==> src/rtl/mux_pkg.sv <==
// Shared definitions for the N:1 registered mux/arbiter family.
package mux_pkg;

  localparam logic ARB_MODE_SEL = 1'b0;
  localparam logic ARB_MODE_RR  = 1'b1;

  // Round-robin successor with wrap from n-1 back to 0.
  function automatic int unsigned rr_next(input int unsigned ptr, input int unsigned n);
    return (ptr + 32'd1 >= n) ? 32'd0 : ptr + 32'd1;
  endfunction

endpackage

==> src/rtl/rr_grant_n.sv <==
// Combinational priority search over i_req starting at i_start, wrapping N-1 -> 0.
module rr_grant_n #(
  parameter int unsigned N = 4,
  localparam int unsigned SELW = $clog2(N)
) (
  input  logic [N-1:0]    i_req,
  input  logic [SELW-1:0] i_start,
  output logic [SELW-1:0] o_grant_idx,
  output logic            o_found
);

  always_comb begin
    o_grant_idx = '0;
    o_found     = 1'b0;
    for (int unsigned k = 0; k < N; k++) begin
      if (!o_found && i_req[SELW'((32'(i_start) + k) % N)]) begin
        o_found     = 1'b1;
        o_grant_idx = SELW'((32'(i_start) + k) % N);
      end
    end
  end

endmodule

==> src/rtl/mux_arb_n_1.sv <==
// N-input registered mux with explicit-select or round-robin grant and valid/ready handshakes.
// Define MUX_ARB_PERF_EN to add the saturating output-transfer counter port perf_cnt.
module mux_arb_n_1
  import mux_pkg::*;
#(
  parameter int unsigned WIDTH = 32,
  parameter int unsigned N     = 4,
  localparam int unsigned SELW = $clog2(N)
) (
  input  logic                 clk,
  input  logic                 rst_n,
  input  logic [N*WIDTH-1:0]   in_data,
  input  logic [N-1:0]         in_valid,
  output logic [N-1:0]         in_ready,
  input  logic [SELW-1:0]      sel,
  input  logic                 arb_mode,
  output logic [WIDTH-1:0]     out_data,
  output logic                 out_valid,
  input  logic                 out_ready,
  output logic [SELW-1:0]      out_chan
`ifdef MUX_ARB_PERF_EN
  ,
  output logic [31:0]          perf_cnt
`endif
);

  logic             r_out_valid;
  logic [WIDTH-1:0] r_out_data;
  logic [SELW-1:0]  r_out_chan;
  logic [SELW-1:0]  r_rr_ptr;

  logic             w_load_en;
  logic             w_grant_vld;
  logic             w_accept;
  logic             w_rr_found;
  logic [SELW-1:0]  w_rr_idx;
  logic [SELW-1:0]  w_grant_idx;
  logic [WIDTH-1:0] w_grant_data;

  rr_grant_n #(
    .N (N)
  ) u_rr_grant (
    .i_req       (in_valid),
    .i_start     (r_rr_ptr),
    .o_grant_idx (w_rr_idx),
    .o_found     (w_rr_found)
  );

  assign w_load_en = !r_out_valid || out_ready;

  // Select values >= N (non power-of-two N) never grant.
  always_comb begin
    w_grant_vld = 1'b0;
    w_grant_idx = '0;
    if (arb_mode == ARB_MODE_RR) begin
      w_grant_vld = w_rr_found;
      w_grant_idx = w_rr_idx;
    end else if (32'(sel) < N) begin
      w_grant_vld = in_valid[sel];
      w_grant_idx = sel;
    end
  end

  assign w_accept     = w_load_en && w_grant_vld;
  assign w_grant_data = in_data[32'(w_grant_idx) * WIDTH +: WIDTH];

  always_comb begin
    in_ready = '0;
    if (rst_n && w_accept) begin
      in_ready[w_grant_idx] = 1'b1;
    end
  end

  always_ff @(posedge clk or negedge rst_n) begin
    if (!rst_n) begin
      r_out_valid <= 1'b0;
      r_out_data  <= '0;
      r_out_chan  <= '0;
      r_rr_ptr    <= '0;
    end else if (w_accept) begin
      r_out_valid <= 1'b1;
      r_out_data  <= w_grant_data;
      r_out_chan  <= w_grant_idx;
      if (arb_mode == ARB_MODE_RR) begin
        r_rr_ptr <= SELW'(rr_next(32'(w_grant_idx), N));
      end
    end else if (w_load_en) begin
      r_out_valid <= 1'b0;
    end
  end

  assign out_valid = r_out_valid;
  assign out_data  = r_out_data;
  assign out_chan  = r_out_chan;

`ifdef MUX_ARB_PERF_EN
  logic [31:0] r_perf_cnt;

  always_ff @(posedge clk or negedge rst_n) begin
    if (!rst_n) begin
      r_perf_cnt <= '0;
    end else if (r_out_valid && out_ready && (r_perf_cnt != 32'hFFFF_FFFF)) begin
      r_perf_cnt <= r_perf_cnt + 32'd1;
    end
  end

  assign perf_cnt = r_perf_cnt;
`endif

endmodule

==> config.mk <==
export PLATFORM = sky130hd
export DESIGN_NAME = mux_arb_n_1
export DESIGN_NICKNAME = d
export VERILOG_FILES = /design/src/rtl/mux_pkg.sv /design/src/rtl/rr_grant_n.sv /design/src/rtl/mux_arb_n_1.sv
export SDC_FILE = /design/constraint.sdc
export NUM_CORES = 1
export LEC_CHECK = 0
export CAP_MARGIN = 40
export CORE_MARGIN = 8
export CORE_UTILIZATION = 37
export DETAILED_ROUTE_END_ITERATION = 12
export PLACE_DENSITY = 0.87
export SETUP_SLACK_MARGIN = 0.2
export SLEW_MARGIN = 25
export SYNTH_ARGS = -nofsm -noshare
export SYNTH_HDL_FRONTEND = slang
export SYNTH_SLANG_ARGS = --single-unit
export TNS_END_PERCENT = 20
==> constraint.sdc <==
create_clock -name clk -period 4.15 [get_ports clk]
set_input_delay 0.415 -clock clk [delete_from_list [all_inputs] [get_ports clk]]
set_output_delay 0.415 -clock clk [all_outputs]
set_load 0.005 [all_outputs]
* After elaboration in Yosys (flattened, before gate mapping)
Index checks and enable logic that the tools add are counted.
** Storage, ports and cells
- Output and inout port bits :: 39
- Input port bits :: 138
- Bits in registers :: 37
- Word-level logic and storage cells :: 56
** Cells by class
- Shifts and indexed selects :: 1
- $lt $le $gt $ge :: 8
- Mux-type cells :: 26
- Reductions and logical operators :: 13
- Add/subtract/negate cells :: 4
** Operator list (count)
- 128-bit by 8-bit variable part select with 32-bit output :: 1
- 2-bit by 3-bit < comparator with 1-bit output, second input constant :: 6
- 1-bit two-way mux :: 13
- 2-bit two-way mux :: 6
- 1-bit binary-select mux with 2-bit select :: 5
- 1-bit logical AND :: 6
- 2-bit adder, second input constant :: 2
- 1-bit logical NOT :: 4
- 4-bit two-way mux :: 1
- 2-bit by 1-bit adder with 3-bit output, second input constant :: 1
- 3-bit greater-or-equal comparator, second input constant :: 1
- 2-bit by 1-bit adder with 2-bit output, second input constant :: 1
- 1-bit demux with 2-bit select :: 1
- 2-bit by 1-bit greater-or-equal comparator with 1-bit output, second input constant :: 1
- 2-bit AND reduction :: 1
- 2-bit nonzero test :: 1
- 1-bit logical OR :: 1

* Longest topological paths before layout
Gate-level depths: netlist of run 1.
- Word-level depth :: 18
- Gate-level depth with buffers :: 9
- Gate-level depth less buffers :: 6

* Modules after synthesis
From an unflattened synthesis of run 1, not the netlist that was laid out.
** Unflattened totals
- Cells, all modules :: 218
- Area total of the unflattened synthesis :: 2732.6 um^2
** By module, submodules not included
- mux_arb_n_1 :: area each 2655.0 um^2, cells an instance 203, sequential area each 925.9 um^2, instances 1
- rr_grant_n :: area each 77.6 um^2, cells an instance 15, sequential area each 0.0 um^2, instances 1

* Worst setup path before layout of run 1
No wires, ideal clock.
- Path type :: input port to output port
- Start point :: in arb_mode
- End point :: out in_ready[1]
- Stages :: 9
- Buffers on the path :: 4
- Slack :: 1884 ps
- Required time :: 3735 ps
- Arrival time :: 1851 ps
- Cell sequence :: buf_2 -> inv_2 -> a221oi_1 -> a2111o_1 -> buf_6 -> buf_6 -> buf_6 -> ha_1 -> and3_1
** On the way
- Longest elaborated chain between the ends :: 6
- Elaborated cells on any way between the ends :: 10
- Those cells by class :: 2 x order compare; 5 x mux; 3 x reduce/logical
** Ends and longest elaborated chain
- start: declaration :: RTL line mux_arb_n_1.sv:16 : input logic arb_mode,
- 2-bit two-way mux :: RTL line mux_arb_n_1.sv:55 : if (arb_mode == ARB_MODE_RR) begin
- 2-bit by 3-bit < comparator with 1-bit output (not written as such) or 2-bit by 1-bit greater-or-equal comparator with 1-bit output (tied branches) :: RTL line mux_arb_n_1.sv:70 : in_ready[w_grant_idx] = 1'b1;
- 1-bit logical AND (not written as such) :: RTL line mux_arb_n_1.sv:70
- 1-bit two-way mux (not written as such) :: RTL line mux_arb_n_1.sv:70
- 1-bit demux with 2-bit select :: RTL line mux_arb_n_1.sv:70
- 4-bit two-way mux (*) :: RTL line mux_arb_n_1.sv:69 : if (rst_n && w_accept) begin
- end: declaration :: RTL line mux_arb_n_1.sv:14 : output logic [N-1:0] in_ready,
Mark *: on every way between the ends. The rest lies on a longest branch, timed or not.

* Worst setup path in the final report of run 1
- Start point :: in arb_mode
- End point :: out in_ready[0]
Same word-level chain as after synthesis.

==> metrics, run 1 <==
Hold Violations, Final=0; Worst Setup Start Kind=primary input; Critical Setup Path Class=in2out; initial core utilization=37.55%; DRT iter0 DRCs=57; Post-Syn Nets=365; DRT antenna net count=0; cts repair resizes=0; ys flop type=dfrtp_1; dpl hpwl=between 7 and 8 mm; fraction of layout cells with a size suffix above 1=4.786%; post-synthesis sequential area ratio=between 30 and 40%; Setup Buffers After CTS=0; dpl ws=roughly 0.96 ns; Setup WS post-layout=approximately 1 ns; Clock Sinks=37; R2R cell count=7; Pre-antenna DRT Iters=4; first-pass GRT wire length=14.00 mm; io pins=about 180; Slew HR=around half; Finished Cell Area=0.004254 sq mm; CTS Buf Count=5; Synth cell types=26; end-of-flow core utilization=68.16%; DR DRC count=0; port bufs=approximately 180; hold_buf cts=0; RSZ-0062 raised after global routing=no; Area growth, synth to finish=81.53%; die area=0.009136 sq mm; Setup Viol. Count Final=0; Via density=roughly 5.3; Gate Count Post-Synth=~230; Pwr Density=around 390 mW/mm^2; Overall Global Routing Usage=between 10% and 20%; min-delay worst type=in2async; FILL cells=523; number of synthesized flops with an enable pin=0; Die X=95.59 um; clock skew=0.007500 ns; antenna violations before repair=0; Critical Path Stages=8; Crit Path Max Fanout=29; GPL Wtd Cong=0.7829; Die Y-Extent=95.59 um; Worst-Margin Slew=0.7617 ns; crit path buf inv count=4; CTS Buffer Depth=2; WP data required=around 3.7 ns; synth warn=0; Pleak=around 1.9 nW; CP delay by family, top=buffers and inverters; CTS root buffer=clkbuf_8; crit path DAT=2.74 ns; TNS Setup=0 ns; RR Startpoint=r_rr_ptr[0]$_DFFE_PN0P_; total core area=0.006241 sq mm; status=complete, no violations; setup slack, reg-to-reg=about 1.8 ns; routed len/inst=~19 um; Clock Pin Slew Worst Setup and Hold Paths=around 0.080 ns; VDD IR max=around 0.25 mV; #FFs+latches synth=37; CP dominant cell by count=clkdlybuf4s50_1; via count of the routed design=approximately 2,500; crit-path cells=clkdlybuf4s50_1 -> inv_2 -> a221oi_1 -> a2111o_2 -> buf_4 -> nand2_1 -> nor2_1 -> clkdlybuf4s50_1; H-tree lvl count=2; FF-to-FF End=out_data[15]$_DFFE_PN0P_; CTS tree=done; largest net degree at the start of global routing=38; clock latency on the worst-skew pair=0.28 ns; FMAX=roughly 320 MHz; Tcrit/Tclk final=between 70% and 80%; # Max-Cap Violations=0; area of placed instances=between 0.004 and 0.005 sq mm; vias in the first global route=roughly 2,800; Slew Limit Fails=0; total gr overflow=0; CP max-delay cell=clkdlybuf4s50_1; Max stage delay on crit path=0.63 ns; crit end category=output port; Nets=535; mapped cell area=~0.0023 sq mm; final wirelength=between 9 and 10 mm; # rows=29; ys async rst share=100.0%; n_diodes=0; min Tclk post-route=approximately 3.2 ns; Avg Inst Size Synth=roughly 10 sq um
==> worst max-delay path by stage <==
stage | endpoint | start
global placement | in_ready[0] | arb_mode
finish | in_ready[0] | arb_mode
floorplan | in_ready[1] | arb_mode
global route | in_ready[0] | arb_mode
detailed placement | in_ready[0] | arb_mode
CTS | in_ready[0] | arb_mode
==> layout make-up <==
type / count / area [sq um] / share of cell area (%)
Tap cell: 77 / 96.34 / 2.265
Clock inverter: 3 / 68.82 / 1.618
Inverter: 4 / 15.01 / 0.3529
Sequential cell: 37 / 925.9 / 21.76
Clock buffer: 5 / 68.82 / 1.618
Timing Repair Buffer: 182 / 1802 / 42.35
Multi-Input combinational cell: 166 / 1277 / 30.03
==> report_power, final <==
part           internal [mW]  total [mW]  switching (mW)
clock network          0.242       0.375           0.133
registers              0.465       0.527          0.0626
logic                  0.453       0.755           0.302
total                   1.16        1.66           0.497
==> synthesized netlist by cell type (all sizes together), types with 2 or more instances <==
cell / instances / share of area (%)
mux2i: 64 / 27
nor2b: 2 / 0.53
buf: 19 / 5.4
dfrtp: 37 / 40
inv: 4 / 0.64
nand2b: 4 / 1.1
a21oi: 3 / 0.64
o221ai: 32 / 12
nand2: 42 / 6.7
o21ai: 3 / 0.64
nor2: 3 / 0.48
nor3: 2 / 0.43
==> metrics by stage <==
stage	hold WS, ns	instances	total power, mW
after floorplan	0.1194	226	0.8808
after global placement	0.4610	466	1.270
after detailed placement	0.4765	466	1.297
after CTS	0.2742	474	1.680
after global routing	0.2809	474	1.764
final	0.2537	474	1.657
==> cells in the final DEF, fill, tap and decap left out, types with 2 or more instances in the layout <==
| master | instances |
|---|---|
| inv_2 | 2 |
| o221ai_1 | 32 |
| clkdlybuf4s50_1 | 175 |
| o21ai_0 | 3 |
| clkbuf_8 | 5 |
| a21oi_1 | 3 |
| nand2_1 | 42 |
| bufinv_16 | 2 |
| nand2b_1 | 4 |
| dfrtp_1 | 37 |
| nor2_1 | 3 |
| buf_4 | 6 |
| mux2i_1 | 64 |
| nor2b_1 | 2 |
| inv_1 | 2 |
| nor3_1 | 2 |
==> routing by layer <==
metal  wire length (um)  vias up  GRT usage, %
li1                   -     1191             -
met5                  0        -             0
met3               1066        8         8.976
met1               3411     1193         20.38
met4                110        0         4.738
met2               4553      124         35.03
==> registers in the layout (all words and copies together) (netlist names) <==
name,cells
out_data,32
out_valid,1
r_rr_ptr,2
out_chan,2
==> cells by family after synthesis <==
group | count (synthesis) | synth area share (%)
AND/OR/NAND/NOR | 55 | 9.824
flip-flops | 37 | 39.51
AO/OA/AOI/OAI | 45 | 15.80
adder cells (fa/ha/maj) | 1 | 0.5338
buffers and inverters | 23 | 6.033
multiplexers | 65 | 28.30
(Power assumes the default switching activity.)
==> inputs of run 2 (changes only) <==
Settings changed: CORE_UTILIZATION 37 to 31, PLACE_DENSITY 0.87 to 0.78.
Clock period 4.15 ns to 2.8 ns, I/O delays scaled along.
==> run 2 against run 1 <==
Clock skew grew 0.00062 ns. Critical path type unchanged. Utilization shrank 8.5 points. Highest routed layer unchanged. Register-to-register slack lost 1.2 ns. Largest cell class unchanged.
==> metrics, run 2 (same netlist as run 1, synthesis figures left out) <==
Crit Path Max Fanout=4 (-86%); Register Area=927.1 sq um (+0.14%); crit path DAT=2.26 ns (-0.48 ns); most common cell after layout, fill and taps aside=clkdlybuf4s50_1; Hold Violations, Final=0 (unchanged); FILL cells=658 (+26%); Comb pwr share=47.7% (+2.2 points); Die X=102.9 um (+7.7%); hold_buf cts=0 (unchanged); DR DRC count=0 (unchanged); Worst Setup Start Kind=primary input; total core area=0.007292 sq mm (+17%); DRT antenna net count=0 (unchanged); status=complete, no violations; io pins=177 (unchanged); sw frac=30.14% (+0.12 points); CTS Buffer Depth=2 (unchanged); clock skew=0.008124 ns (+0.0006233 ns); Pleak=1.907 nW (+2.9%); dpl hpwl=7.225 mm (-2.6%); CTS Buf Count=5 (unchanged); Worst-Margin Slew=0.6286 ns (-0.1331 ns); Setup WS post-layout=0.2636 ns (-0.7307 ns); vias in the first global route=2,799 (-0.46%); # Max-Cap Violations=0 (unchanged); Via density=5.088 (-4.1%); n_diodes=0 (unchanged); initial core utilization=32.14% (-5.4 points); Die Y-Extent=102.9 um (+7.7%); FMAX=a little under 400 MHz; CTS tree=done; # rows=31 (+6.9%); Clock Sinks=37 (unchanged); Slew Limit Fails=0 (unchanged); Critical Setup Path Class=in2out; first-pass GRT wire length=14.06 mm (+0.39%); Clock Pin Slew Worst Setup and Hold Paths=0.07 ns (about the same); setup slack, reg-to-reg=0.55 ns (-1.24 ns); fraction of layout cells with a size suffix above 1=6.733% (+1.9 points); Slew HR=58.10% (+8.9 points); Seq pwr share=32.4% (+0.6 points); total gr overflow=0 (unchanged); GPL Wtd Cong=0.8847 (+13%); final wirelength=9.164 mm (+0.25%); via count of the routed design=2,544 (+1.1%); commonest non-fill, non-tap cells in the layout=clkdlybuf4s50_1 (172), mux2i_1 (64), nand2_1 (42); Pre-antenna DRT Iters=4 (unchanged); Sw Pwr=723.3 uW (+45%); die area=0.01060 sq mm (+16%); min Tclk post-route=2.536 ns; RSZ-0062 raised after global routing=yes; RR Startpoint=r_rr_ptr[0]$_DFFE_PN0P_; Setup Viol. Count Final=0 (unchanged); routed len/inst=18.33 um (-5.0%); largest net degree at the start of global routing=38 (unchanged); H-tree lvl count=2 (unchanged); Tcrit/Tclk final=between 90 and 100%; min-delay worst type=in2async; Fin Hold WS=0.08460 ns (-0.1691 ns); Area growth, synth to finish=85.64%; Overall Global Routing Usage=17.02% (-2.6 points); clock latency on the worst-skew pair=0.28 ns (about the same); TNS Setup=0 ns (unchanged); VDD IR max=0.2127 mV (-16%); internal power=1.676 mW (+45%); Pwr Density=551.6 mW/mm^2 (+42%); dpl ws=0.08450 ns (-0.8764 ns); WP data required=2.52 ns (-1.21 ns); crit end category=output port; CTS root buffer=clkbuf_8; port bufs=176 (unchanged); antenna violations before repair=0 (unchanged); max reg flops=32 (unchanged); DRT iter0 DRCs=53 (-7.0%); footprint of the multi-input gates=0.001311 sq mm (+2.6%); Nets=539 (+0.75%); R2R cell count=7 (unchanged); FF-to-FF End=out_data[30]$_DFFE_PN0P_; Clock power frac=19.9% (-2.7 points)
==> run 2: worst max path at each step <==
stage / from / slack [ns] / end
after CTS: sel[0] / 0.19 / in_ready[1]
after global placement: in_valid[3] / 0.17 / in_ready[1]
after floorplan: r_rr_ptr[1]$_DFFE_PN0P_ / 0.74 / in_ready[1]
after global routing: r_rr_ptr[1]$_DFFE_PN0P_ / 0.16 / in_ready[0]
final: sel[1] / 0.26 / in_ready[0]
after detailed placement: arb_mode / 0.08 / out_data[0]$_DFFE_PN0P_
==> run 2: critical path, cell delays in order <==
cell and delay (ns):
clkdlybuf4s50_1 0.54, a221oi_1 0.11, a2111o_2 0.52, buf_4 0.15, buf_4 0.12, nand2_1 0.05, nor2_1 0.04, clkdlybuf4s50_1 0.44
==> run 2: through the flow <==
stage               instance area (sq um)  std cells  util [%]  power [mW]
finish                               4350        500     59.66       2.400
global route                         4350        500     59.66       2.568
CTS                                  4300        498     58.97       2.422
detailed placement                   4177        489     57.28       1.924
global placement                     4177        489     57.28       1.898
floorplan                            2344        226         -       1.306
==> run 2: final cells by class <==
| cell class | count | area share (%) |
|---|---|---|
| repair buffers | 186 | 42.68 |
| clock buffers | 7 | 1.984 |
| clock inverters | 1 | 0.6903 |
| well taps | 99 | 2.847 |
| multi-input cells | 166 | 30.14 |
| flip-flops and latches | 37 | 21.31 |
| inverters | 4 | 0.3451 |
==> run 2: metal layers <==
metal	part of all wire, %	wire, um	track usage [%]
met1	37	3422	17.72
met2	50	4547	30.07
met3	12	1062	7.833
met4	1.4	131	4.672
met5	0	0	0
==> run 2: what timing repair did <==
| item | 4_1_cts | 5_1_grt |
|---|---|---|
| resized for setup | 3 | 7 |
| pin swaps | 1 | 2 |
| hold endpoints to repair | 0 | 0 |
| endpoints found under the setup margin | 4 | 4 |
| setup buffers | 1 | 2 |
==> run 2: power groups by stage <==
| stage | Clock [mW] | Sequential (mW) | Combinational (mW) |
|---|---|---|---|
| 2_1_floorplan | 0 | 0.794 | 0.512 |
| 3_3_place_gp | 0 | 0.780 | 1.12 |
| 3_5_place_dp | 0 | 0.783 | 1.14 |
| 4_1_cts | 0.498 | 0.776 | 1.15 |
| 5_1_grt | 0.524 | 0.799 | 1.25 |
| 6_report | 0.479 | 0.776 | 1.14 |
==> inputs of run 3 (changes only) <==
Settings changed: CAP_MARGIN 40 to 20.
==> results of run 3 <==
No change in the layout: final DEF, timing and power equal those of run 2.
